==> config.mk <==
export PLATFORM = sky130hd
export DESIGN_NAME = seq_divider_flat
export DESIGN_NICKNAME = d
export VERILOG_FILES = /design/src/rtl/seq_divider_if.sv /design/src/rtl/seq_divider.sv /design/src/flat_wrapper.sv
export SDC_FILE = /design/constraint.sdc
export NUM_CORES = 1
export LEC_CHECK = 0
export CORE_MARGIN = 2
export CORE_UTILIZATION = 63
export CTS_CLUSTER_DIAMETER = 30
export DETAILED_ROUTE_END_ITERATION = 10
export HOLD_SLACK_MARGIN = 0.1
export PLACE_DENSITY_LB_ADDON = 0.05
export REMOVE_ABC_BUFFERS = 1
export SLEW_MARGIN = 20
export SYNTH_ARGS = -nofsm -noshare
export SYNTH_HDL_FRONTEND = slang
export SYNTH_SLANG_ARGS = --single-unit
==> constraint.sdc <==
create_clock -name clk -period 17.3 [get_ports clk]
set_input_delay 5.19 -clock clk [delete_from_list [all_inputs] [get_ports clk]]
set_output_delay 5.19 -clock clk [all_outputs]
set_load 0.01 [all_outputs]
==> src/rtl/seq_divider_if.sv <==
// Start/busy divide handshake between the CPU (master) and the iterative divider (slave).
`timescale 1ns/1ps
interface seq_divider_if #(
    parameter int WIDTH = 32
);
    logic             start;
    logic             sign;
    logic [WIDTH-1:0] dividend;
    logic [WIDTH-1:0] divisor;
    logic [WIDTH-1:0] q;
    logic [WIDTH-1:0] r;
    logic             busy;
    logic             done;

    modport master (
        output start, sign, dividend, divisor,
        input  q, r, busy, done
    );

    modport slave (
        input  start, sign, dividend, divisor,
        output q, r, busy, done
    );
endinterface

==> src/rtl/seq_divider.sv <==
// Fixed-latency restoring divider, signed or unsigned per operation, WIDTH steps per result.
`timescale 1ns/1ps
module seq_divider #(
    parameter int WIDTH = 32
) (
    input  logic          clk,
    input  logic          rst,
    seq_divider_if.slave  io_divBus
);
    localparam int CW = $clog2(WIDTH + 1);

    typedef enum logic {
        IDLE = 1'b0,
        RUN  = 1'b1
    } state_t;

    state_t           r_state, w_nextState;
    logic [CW-1:0]    r_count, w_count;
    logic [WIDTH-1:0] r_partRem, w_partRem;
    logic [WIDTH-1:0] r_quo, w_quo;
    logic [WIDTH-1:0] r_magDivisor, w_magDivisor;
    logic [WIDTH-1:0] r_origDividend, w_origDividend;
    logic [WIDTH-1:0] r_q, w_q;
    logic [WIDTH-1:0] r_r, w_r;
    logic             r_quoNeg, w_quoNeg;
    logic             r_remNeg, w_remNeg;
    logic             r_divZero, w_divZero;
    logic             r_done, w_done;

    logic             w_dividendNeg, w_divisorNeg;
    logic [WIDTH-1:0] w_magDividend, w_magDivisorIn;
    logic [WIDTH:0]   w_remShift, w_trial;
    logic             w_fits;
    logic [WIDTH-1:0] w_stepRem, w_stepQuo;
    logic             w_lastStep;

    assign w_dividendNeg  = io_divBus.sign & io_divBus.dividend[WIDTH-1];
    assign w_divisorNeg   = io_divBus.sign & io_divBus.divisor[WIDTH-1];
    assign w_magDividend  = w_dividendNeg ? -io_divBus.dividend : io_divBus.dividend;
    assign w_magDivisorIn = w_divisorNeg  ? -io_divBus.divisor  : io_divBus.divisor;

    // The partial remainder stays below the divisor, so one extra bit is enough for the trial subtract.
    assign w_remShift = {r_partRem, r_quo[WIDTH-1]};
    assign w_trial    = w_remShift - {1'b0, r_magDivisor};
    assign w_fits     = ~w_trial[WIDTH];
    assign w_stepRem  = w_fits ? w_trial[WIDTH-1:0] : w_remShift[WIDTH-1:0];
    assign w_stepQuo  = {r_quo[WIDTH-2:0], w_fits};
    assign w_lastStep = (r_count == CW'(WIDTH - 1));

    always_comb begin
        w_nextState    = r_state;
        w_count        = r_count;
        w_partRem      = r_partRem;
        w_quo          = r_quo;
        w_magDivisor   = r_magDivisor;
        w_origDividend = r_origDividend;
        w_q            = r_q;
        w_r            = r_r;
        w_quoNeg       = r_quoNeg;
        w_remNeg       = r_remNeg;
        w_divZero      = r_divZero;
        w_done         = 1'b0;
        case (r_state)
            IDLE: begin
                if (io_divBus.start) begin
                    w_nextState    = RUN;
                    w_count        = '0;
                    w_partRem      = '0;
                    w_quo          = w_magDividend;
                    w_magDivisor   = w_magDivisorIn;
                    w_origDividend = io_divBus.dividend;
                    w_quoNeg       = w_dividendNeg ^ w_divisorNeg;
                    w_remNeg       = w_dividendNeg;
                    w_divZero      = (io_divBus.divisor == '0);
                end
            end
            RUN: begin
                w_partRem = w_stepRem;
                w_quo     = w_stepQuo;
                w_count   = r_count + CW'(1);
                if (w_lastStep) begin
                    w_nextState = IDLE;
                    w_done      = 1'b1;
                    // Divide by zero bypasses sign correction and returns the raw dividend.
                    if (r_divZero) begin
                        w_q = '1;
                        w_r = r_origDividend;
                    end else begin
                        w_q = r_quoNeg ? -w_stepQuo : w_stepQuo;
                        w_r = r_remNeg ? -w_stepRem : w_stepRem;
                    end
                end
            end
            default: w_nextState = IDLE;
        endcase
    end

    always_ff @(posedge clk) begin
        if (rst) begin
            r_state        <= IDLE;
            r_count        <= '0;
            r_partRem      <= '0;
            r_quo          <= '0;
            r_magDivisor   <= '0;
            r_origDividend <= '0;
            r_q            <= '0;
            r_r            <= '0;
            r_quoNeg       <= 1'b0;
            r_remNeg       <= 1'b0;
            r_divZero      <= 1'b0;
            r_done         <= 1'b0;
        end else begin
            r_state        <= w_nextState;
            r_count        <= w_count;
            r_partRem      <= w_partRem;
            r_quo          <= w_quo;
            r_magDivisor   <= w_magDivisor;
            r_origDividend <= w_origDividend;
            r_q            <= w_q;
            r_r            <= w_r;
            r_quoNeg       <= w_quoNeg;
            r_remNeg       <= w_remNeg;
            r_divZero      <= w_divZero;
            r_done         <= w_done;
        end
    end

    assign io_divBus.busy = (r_state == RUN);
    assign io_divBus.done = r_done;
    assign io_divBus.q    = r_q;
    assign io_divBus.r    = r_r;
endmodule
==> src/flat_wrapper.sv <==
// flat-port wrapper written by rule: the top's interface ports become plain ports
module seq_divider_flat 
#(
    parameter int WIDTH = 32
)
  (clk, rst, io_divBus_start, io_divBus_sign, io_divBus_dividend, io_divBus_divisor, io_divBus_q, io_divBus_r, io_divBus_busy, io_divBus_done);
  seq_divider_if #(.WIDTH(WIDTH)) io_divBus_i ();
  input  logic clk;
  input  logic rst;
  input wire logic [$bits(io_divBus_i.start)-1:0] io_divBus_start;
  input wire logic [$bits(io_divBus_i.sign)-1:0] io_divBus_sign;
  input wire logic [$bits(io_divBus_i.dividend)-1:0] io_divBus_dividend;
  input wire logic [$bits(io_divBus_i.divisor)-1:0] io_divBus_divisor;
  output wire logic [$bits(io_divBus_i.q)-1:0] io_divBus_q;
  output wire logic [$bits(io_divBus_i.r)-1:0] io_divBus_r;
  output wire logic [$bits(io_divBus_i.busy)-1:0] io_divBus_busy;
  output wire logic [$bits(io_divBus_i.done)-1:0] io_divBus_done;
  assign io_divBus_i.start = io_divBus_start;
  assign io_divBus_i.sign = io_divBus_sign;
  assign io_divBus_i.dividend = io_divBus_dividend;
  assign io_divBus_i.divisor = io_divBus_divisor;
  assign io_divBus_q = io_divBus_i.q;
  assign io_divBus_r = io_divBus_i.r;
  assign io_divBus_busy = io_divBus_i.busy;
  assign io_divBus_done = io_divBus_i.done;
  seq_divider #(.WIDTH(WIDTH)) u_core (.clk(clk), .rst(rst), .io_divBus(io_divBus_i));
endmodule
After elaboration in Yosys (flattened, before gate mapping)

Index checks and enable logic that the tools add are counted.

Output and inout bits: 66
Memory bits (writable): 0
Memories kept: 0
Logic and storage cells: 46
ROM bits: 0
Input bits: 68
Latch bits: 0
Register bits after elaboration: 203

Div/mod/pow operators: 0
Add/subtract/negate cells: 6
Eq/ne operators: 2
Bitwise operators: 5
Magnitude comparators: 0
Multiplexer cells: 17
$mul: 0
Shifts and indexed selects: 0
Reductions and logical operators: 4

Operators by type and width:

| kind                                           | number |
|---|---|
| two-way mux 32 bit                             | 9 |
| negator 32 bit                                 | 4 |
| one-hot mux 32 bit (2 select lines)            | 2 |
| subtractor 33 x 32 -> 33 bit                   | 1 |
| zero test 32 bit                               | 1 |
| one-hot mux 6 bit (2 select lines)             | 1 |
| adder 6 x 1 -> 6 bit (second input constant)   | 1 |
| == test 6 x 5 -> 1 bit (second input constant) | 1 |
| two-way mux 6 bit                              | 1 |
| AND reduction 2 bit                            | 2 |
| two-way mux 1 bit                              | 3 |
| bitwise AND 1 bit                              | 2 |
| != test 2 bit (second input constant)          | 1 |
| inverter 1 bit                                 | 2 |
| one-hot mux 1 bit (2 select lines)             | 1 |
| OR reduction 2 bit                             | 1 |
| bitwise XOR 1 bit                              | 1 |

Longest topological paths before layout

Gate-level depths: netlist (run 1).

Word-level depth: 5
Gate-level depth with buffers: 27
Mapped depth without buffers: 24

Worst setup path before layout (run 1)

OpenSTA, ideal clock, no wires.

Path type: input-to-reg
Start point: input io_divBus_dividend[6]
End point: register u_core.r_quo[30]
Data required time: 17.235 ns
Buffers on the path: 0
Stages: 11
Arrival: 7.605 ns
Slack: 9.630 ns
Cells stage by stage: or4_1 -> nor2_1 -> nand2_1 -> or4_1 -> nor4_1 -> and3_1 -> a21oi_1 -> xnor2_1 -> a211oi_1 -> a21oi_1 -> nor2_1

Cells in the longest elaborated chain, start to end: 4

Ends and longest elaborated chain:

| item                                | line               | source |
|---|---|---|
| from (decl)                         | flat_wrapper.sv:12 | `input wire logic [$bits(io_divBus_i.dividend)-1:0] io_divBus_dividend;` |
| negator 32 bit                      | seq_divider.sv:39  | `assign w_magDividend = w_dividendNeg ? -io_divBus.dividend : io_divBus.dividend;` |
| two-way mux 32 bit                  | seq_divider.sv:39  |  |
| two-way mux 32 bit                  | seq_divider.sv:65  | `if (io_divBus.start) begin` |
| one-hot mux 32 bit (2 select lines) | seq_divider.sv:63  | `case (r_state)` |
| to (signal assigned)                | seq_divider.sv:116 | `r_quo <= w_quo;` |
| to (decl)                           | seq_divider.sv:20  | `logic [WIDTH-1:0] r_quo, w_quo;` |

Every way passes these cells. The select of a mux whose other input is x is not followed.
A chain may end at the register's enable or synchronous reset.

Final worst setup path (run 1)

Start point: input io_divBus_dividend[2]
End point: register u_core.r_quo[30]

Same word-level chain as after synthesis.

==> results of run 1 <==
==> metal layers <==
metal | part of all wire (%) | wire length [um] | vias up | track usage (%)
met3 | 7.4 | 2640 | 90 | 5.80
met2 | 48 | 17100 | 535 | 55.2
met5 | 0 | 0 | - | 0
met4 | 2.8 | 998 | 0 | 11.3
met1 | 42 | 14900 | 6031 | 40.1
li1 | - | - | 6454 | -
==> state kept, by name, summed over array words and instances, names as in the netlist <==
signal,count
u_core.io_divBus.busy,1
u_core.io_divBus.done,1
u_core.io_divBus.q,32
u_core.io_divBus.r,32
u_core.r_count,6
u_core.r_divZero,1
u_core.r_magDivisor,32
u_core.r_origDividend,32
u_core.r_partRem,32
u_core.r_quo,32
u_core.r_quoNeg,1
u_core.r_remNeg,1
==> power by group through the flow <==
stage	clock (mW)	sequential [mW]	combinational, mW
floorplan	0	0.541	0.991
global placement	0	0.551	1.27
detailed placement	0	0.553	1.29
CTS	0.895	0.545	1.32
global route	0.922	0.551	1.47
finish	0.889	0.548	1.36
==> stage by stage <==
stage / worst slack, ps / area, um2 / utilization (%) / hold slack, ps
3_5_place_dp: 8530 / 14300 / 70.5 / 446
2_1_floorplan: 8340 / 12500 / - / 425
4_1_cts: 9060 / 15800 / 78.3 / 456
6_report: 9040 / 15800 / 78.3 / 456
3_3_place_gp: 8650 / 14300 / 70.5 / 439
5_1_grt: 8640 / 15800 / 78.3 / 470
==> how the worst max path moves through the flow <==
stage	to	slack [ps]
3_5_place_dp	u_core.r_quo[30]	8530
3_3_place_gp	u_core.r_quo[28]	8650
2_1_floorplan	u_core.r_quo[31]	8340
6_report	u_core.r_quo[30]	9040
4_1_cts	u_core.r_quo[30]	9060
5_1_grt	u_core.r_magDivisor[30]	8640
==> final cells by class <==
cell class / count / area share [%]
multi-input cells: 1380 / 52.0
flip-flops and latches: 203 / 25.7
repair buffers: 146 / 8.99
clock buffers: 54 / 7.58
clock inverters: 27 / 2.41
well taps: 270 / 2.13
inverters: 52 / 1.23
==> cells by family after synthesis <==
kind of cell	count (synthesis)	synth area share, %
flip-flops	203	31.3
buffers and inverters	176	5.23
XOR/XNOR	125	8.44
AND/OR/NAND/NOR	691	24.7
adder cells (fa/ha/maj)	38	3.72
AO/OA/AOI/OAI	503	24.7
multiplexers	23	1.85
==> tightest hold or removal path, cell delays in order (launching register included) <==
cell,delay (ps)
dfxtp_1,300
nand2_1,50
a21oi_1,50
==> placed cells by master, fill, tap and decap left out, drive strengths merged, types with 18 or more instances in the layout <==
cell           Yosys  layout
or4               18      18
o22ai             22      22
nor3              39      39
or3               33      33
clkdlybuf4s50      0     131
dfxtp            203     203
a211oi            63      63
xor2              58      58
inv               52      55
xnor2             67      67
o21ai             85      85
ha                37      37
a311oi            23      23
nor2             240     240
nor3b             35      35
a21oi            189     189
nand2            226     226
o31ai             29      29
clkbuf           102      54
==> key figures, run 1 <==
Run status
  • Outcome: finished clean

Logic synthesis
  • Top post-synthesis cells by area: dfxtp_1 (31%), a21oi_1 (7.1%), nor2_1 (6.9%)
  • Post-synth EDFFs: 0
  • #FFs+latches synth: 203
  • Ys flop type: dfxtp_1
  • Largest area contributor in the netlist: dfxtp_1
  • Cells after Synth: 1759
  • Syn Std Cell Area: 13000 um2
  • Sequential element share of the synthesized area: 31.3%
  • Distinct cell type count after synthesis: 70
  • Mean area per synthesized cell: 7.37 um2
  • Top cells by count, synth: nor2_1 (240), nand2_1 (226), dfxtp_1 (203), a21oi_1 (185), clkbuf_1 (102)
  • Cell with the most instances after synthesis: nor2_1
  • Yosys top cell area share: 31.3%
  • Ys Warns: 0
  • Async SR Flop Fraction: 0%

CTS
  • CTS Hold Bufs: 0
  • TritonCTS buffer count: 45
  • CTS tree: done
  • H-tree depth: 2
  • Clock latency on the worst-skew pair: 540 ps
  • Clock sinks: 203
  • Clock Path Buffers: 3
  • Resize count post-CTS: 0
  • Post-CTS Setup Bufs: 0
  • Clock transition at path regs: 50 ps
  • Clock root buffer: clkbuf_16

STA
  • Worst slew margin: 32.6%
  • Clock skew: 22.7 ps
  • Fmax: 0.121 GHz
  • Slew Viols, Final: 0
  • Final hold viol count: 0
  • Fin crit period: 8260 ps
  • Worst slew pin tran: 1010 ps
  • Final setup viols: 0
  • RSZ-0062 raised after global routing: no
  • Setup TNS: 0 ps
  • Final period util: 47.7%

Power and ir drop
  • Psw: 1.17 mW
  • Internal power: 1.63 mW
  • Static leakage: 6.00 nW
  • Max IR drop VDD: 0.000112 V
  • Clock power frac: 31.8%
  • Combinational Power Share: 48.5%
  • PwrDens: 176 nW/um2
  • Flop pwr share: 19.6%
  • Switching share of power: 41.7%
  • Power Total: 2.79 mW

Global routing
  • Vias in the first global route: 12.0k
  • Antenna violations before repair: 0
  • Largest net degree at the start of global routing: 106
  • Total GRT Usage: 31.9%
  • Global-route wire length before repair: 58100 um
  • Grt total ovfl: 0

Flow run
  • Max-cap violation count: 0

Cells and area
  • Nets: 1934
  • Antenna diode count: 0
  • Fillers: 1496
  • P&R area growth vs syn: 22.2%
  • Sequential cell area: 4070 um2
  • Share of cells above drive strength 1: 6.93%
  • Multi-input logic area: 8240 um2
  • Post-Layout Cell Count: 2132

Route
  • Drt drc: 0
  • Via density: 6.15
  • DR pass1 iterations: 5
  • DRT iter0 DRCs: 912
  • Drt wl/cell: 16.7 um
  • Final ANT Viol Nets: 0
  • Final WL: 35700 um
  • Vias: 13.1k

Setup path
  • CP max stage delay: 520 ps
  • Critical-path top delay cell: nor4_1
  • WP data arrival: 8720 ps
  • Worst EP required: 17770 ps
  • Reg2reg setup slack: 11110 ps
  • Crit. Startpoint: io_divBus_dividend[2]
  • CP top delay family: simple AND/OR/NAND/NOR gates
  • Buffers & Inverters on Critical Path: 1
  • CP Cell Sequence: clkdlybuf4s50_1 -> nor4_1 -> nand2_1 -> nor2_1 -> nand2_1 -> or4_1 -> nor4_1 -> and3_1 -> a21oi_1 -> xnor2_1 -> a211oi_1 -> a21oi_1 -> nor2_1
  • Reg2reg path depth: 24
  • Reg2Reg Capture Point: u_core.io_divBus.r[30]
  • CP Launch Type: input pin
  • Worst r2r src: u_core.r_quo[31]
  • CP endpoint kind: flip-flop
  • CP Max Fanout: 7
  • Worst path depth: 13
  • Crit Path Category: in -> reg

Floorplan
  • Row Count: 52
  • Total die area: 21800 um2
  • Die H: 147 um
  • IO Count: 134
  • Die X-Extent: 147 um
  • Core area: 20200 um2
  • Initial core utilization: 64.1%

Min path
  • Min-Delay Endpoint: u_core.r_origDividend[19]
  • Hold path start: u_core.r_origDividend[19]
  • HP Class: reg -> reg
  • Worst Hold Path Cells: 2

Placement
  • HPWL after DPL: 24000 um
  • Gpl congestion: 0.889
  • Port Buf Inserts: 133
  • Dpl cells: 2051
No activity file was read; power rests on OpenSTA's default activity.
==> inputs of run 2 (changes only) <==
--- a/config.mk
+++ b/config.mk
@@ -6,7 +6,7 @@
 export NUM_CORES = 1
 export LEC_CHECK = 0
 export CORE_MARGIN = 2
-export CORE_UTILIZATION = 63
+export CORE_UTILIZATION = 52
 export CTS_CLUSTER_DIAMETER = 30
 export DETAILED_ROUTE_END_ITERATION = 10
 export HOLD_SLACK_MARGIN = 0.1
==> constraint.sdc (replaced) <==
create_clock -name clk -period 6.89 [get_ports clk]
set_input_delay 2.067 -clock clk [delete_from_list [all_inputs] [get_ports clk]]
set_output_delay 2.067 -clock clk [all_outputs]
set_load 0.01 [all_outputs]
==> run 2 against run 1 <==
  * Critical path depth increased by 9
  * Sequential power increased to 2.5 times the previous value
  * First-iteration DRC count decreased by 16%
  * Count of clock-buffer cells in the layout increased by 11
  * Clock power increased to 2.6 times the previous value
  * Worst setup slack got worse by 7600 ps
  * Combinational power increased by 150%
  * Via count decreased by 3.9%
==> key figures, run 2 (synthesized netlist as in run 1, its figures left out) <==
Run status
  • Outcome: finished clean

Cells and area
  • Nets: 1942
  • Antenna diode count: 0
  • Fillers: 2187
  • Most frequent cells in the layout: nor2_1 (239), nand2_1 (226), dfxtp_1 (202), a21oi_1 (185), clkdlybuf4s50_1 (131)
  • Commonest non-fill, non-tap cell in the layout: nor2_1
  • P&R area growth vs syn: 23.8%
  • Share of cells above drive strength 1: 7.42%
  • Post-Layout Cell Count: 2197

Placement
  • Dpl cells: 2111
  • Gpl congestion: 0.895
  • Port Buf Inserts: 133
  • HPWL after DPL: 26100 um

STA
  • RSZ-0062 raised after global routing: no
  • Slew Viols, Final: 0
  • Final period util: 79.5%
  • Fmax: 0.183 GHz
  • Clock skew: 19.9 ps
  • Worst slew pin tran: 1030 ps
  • Final hold viol count: 0
  • Final setup viols: 0
  • Worst slew margin: 31.5%
  • Fin crit period: 5480 ps

Global routing
  • Grt total ovfl: 0
  • Total GRT Usage: 27.2%
  • Vias in the first global route: 11.8k
  • Antenna violations before repair: 0
  • Largest net degree at the start of global routing: 106
  • Global-route wire length before repair: 58900 um

Route
  • Met2 WL post-DR: 17100 um
  • Vias: 12.6k
  • Via density: 5.74
  • DR pass1 iterations: 5
  • Drt drc: 0
  • DRT iter0 DRCs: 762
  • Met3 wire len: 1700 um
  • Highest Signal Layer: met4
  • WL met1: 16600 um
  • Final WL: 36300 um
  • Drt wl/cell: 16.5 um
  • Final ANT Viol Nets: 0

CTS
  • CTS tree: done
  • Clock Path Buffers: 3
  • CTS Hold Bufs: 0
  • Clock transition at path regs: 40 ps
  • Clock sinks: 203
  • TritonCTS buffer count: 47
  • Clock root buffer: clkbuf_16
  • Clock latency on the worst-skew pair: 550 ps
  • Resize count post-CTS: 0
  • H-tree depth: 2
  • Post-CTS Setup Bufs: 0

Min path
  • Hold path start: u_core.r_origDividend[16]
  • Min-Delay Endpoint: u_core.r_origDividend[16]
  • Worst Hold Path Cells: 2
  • HP Class: reg -> reg

Floorplan
  • Row Count: 57
  • Core area: 24400 um2
  • Die H: 162 um
  • Die X-Extent: 162 um
  • Initial core utilization: 53.2%
  • IO Count: 134
  • Total die area: 26200 um2

Setup path
  • CP endpoint kind: flip-flop
  • Reg2reg path depth: 22
  • Reg2reg setup slack: 1410 ps
  • WP data arrival: 5880 ps
  • Worst r2r src: u_core.r_magDivisor[17]
  • Reg2Reg Capture Point: u_core.io_divBus.r[30]
  • CP Launch Type: flip-flop
  • Crit Path Category: reg -> reg
  • Worst EP required: 7290 ps
  • CP Max Fanout: 10

Power and ir drop
  • Power Total: 7.04 mW
  • Static leakage: 6.07 nW
  • PwrDens: 439 nW/um2
  • Max IR drop VDD: 0.000308 V

Flow run
  • Max-cap violation count: 0
[run 2: layout make-up]
class	instances	area [um2]	area share (%)
timing repair buffer	152	1480	9.24
sequential	203	4070	25.3
multi-input combinational	1380	8240	51.3
clock inverter	21	308	1.92
inverter	52	195	1.22
clock buffer	65	1350	8.43
tap	324	405	2.53
[run 2: worst max-delay path by stage]
stage,from,endpoint,cells past startpoint
finish,u_core.r_magDivisor[17],u_core.io_divBus.r[30],22
global route,u_core.r_magDivisor[23],u_core.io_divBus.r[30],21
CTS,u_core.r_magDivisor[23],u_core.io_divBus.r[30],21
detailed placement,io_divBus_dividend[2],u_core.r_quo[30],13
global placement,io_divBus_dividend[2],u_core.r_quo[28],13
floorplan,u_core.r_quo[31],u_core.io_divBus.r[30],22
[run 2: metrics by stage]
stage | setup TNS, ps | setup WS [ps] | hold WS [ps] | util (%) | cell area (um2)
2_1_floorplan | -1100 | -284 | 425 | - | 12500
3_3_place_gp | 0 | 1300 | 440 | 59.0 | 14400
3_5_place_dp | 0 | 1220 | 447 | 59.0 | 14400
4_1_cts | 0 | 1480 | 456 | 65.8 | 16100
5_1_grt | 0 | 909 | 477 | 65.8 | 16100
6_report | 0 | 1410 | 455 | 65.8 | 16100
[run 2: per-layer routing]
metal  vias up  global-route usage [%]
met3        72                    3.24
met5         -                       0
met4         0                    9.81
met1      5754                    35.7
met2       328                    46.2
li1       6450                       -
[run 2: worst max-delay path: stages, from the launching register on]
cell and delay, ps:
dfxtp_1 320, inv_1 50, ha_1 390, a21oi_1 230, o21ai_1 140, a2111oi_0 460
o31ai_1 230, nor3_1 520, nor2_2 100, buf_4 190, nand2_1 80, nand2_1 80
inv_1 70, ha_1 210, nand2_1 60, or4_1 470, nor4_1 200, a41oi_1 210
a211o_1 420, or4_4 440, o31ai_2 210, xor2_1 170, o22ai_1 90
[run 2: power breakdown]
| part | switching, mW | total (mW) | internal, mW |
|---|---|---|---|
| logic | 2.08 | 3.38 | 1.30 |
| registers | 0.108 | 1.37 | 1.27 |
| clock network | 0.699 | 2.29 | 1.59 |
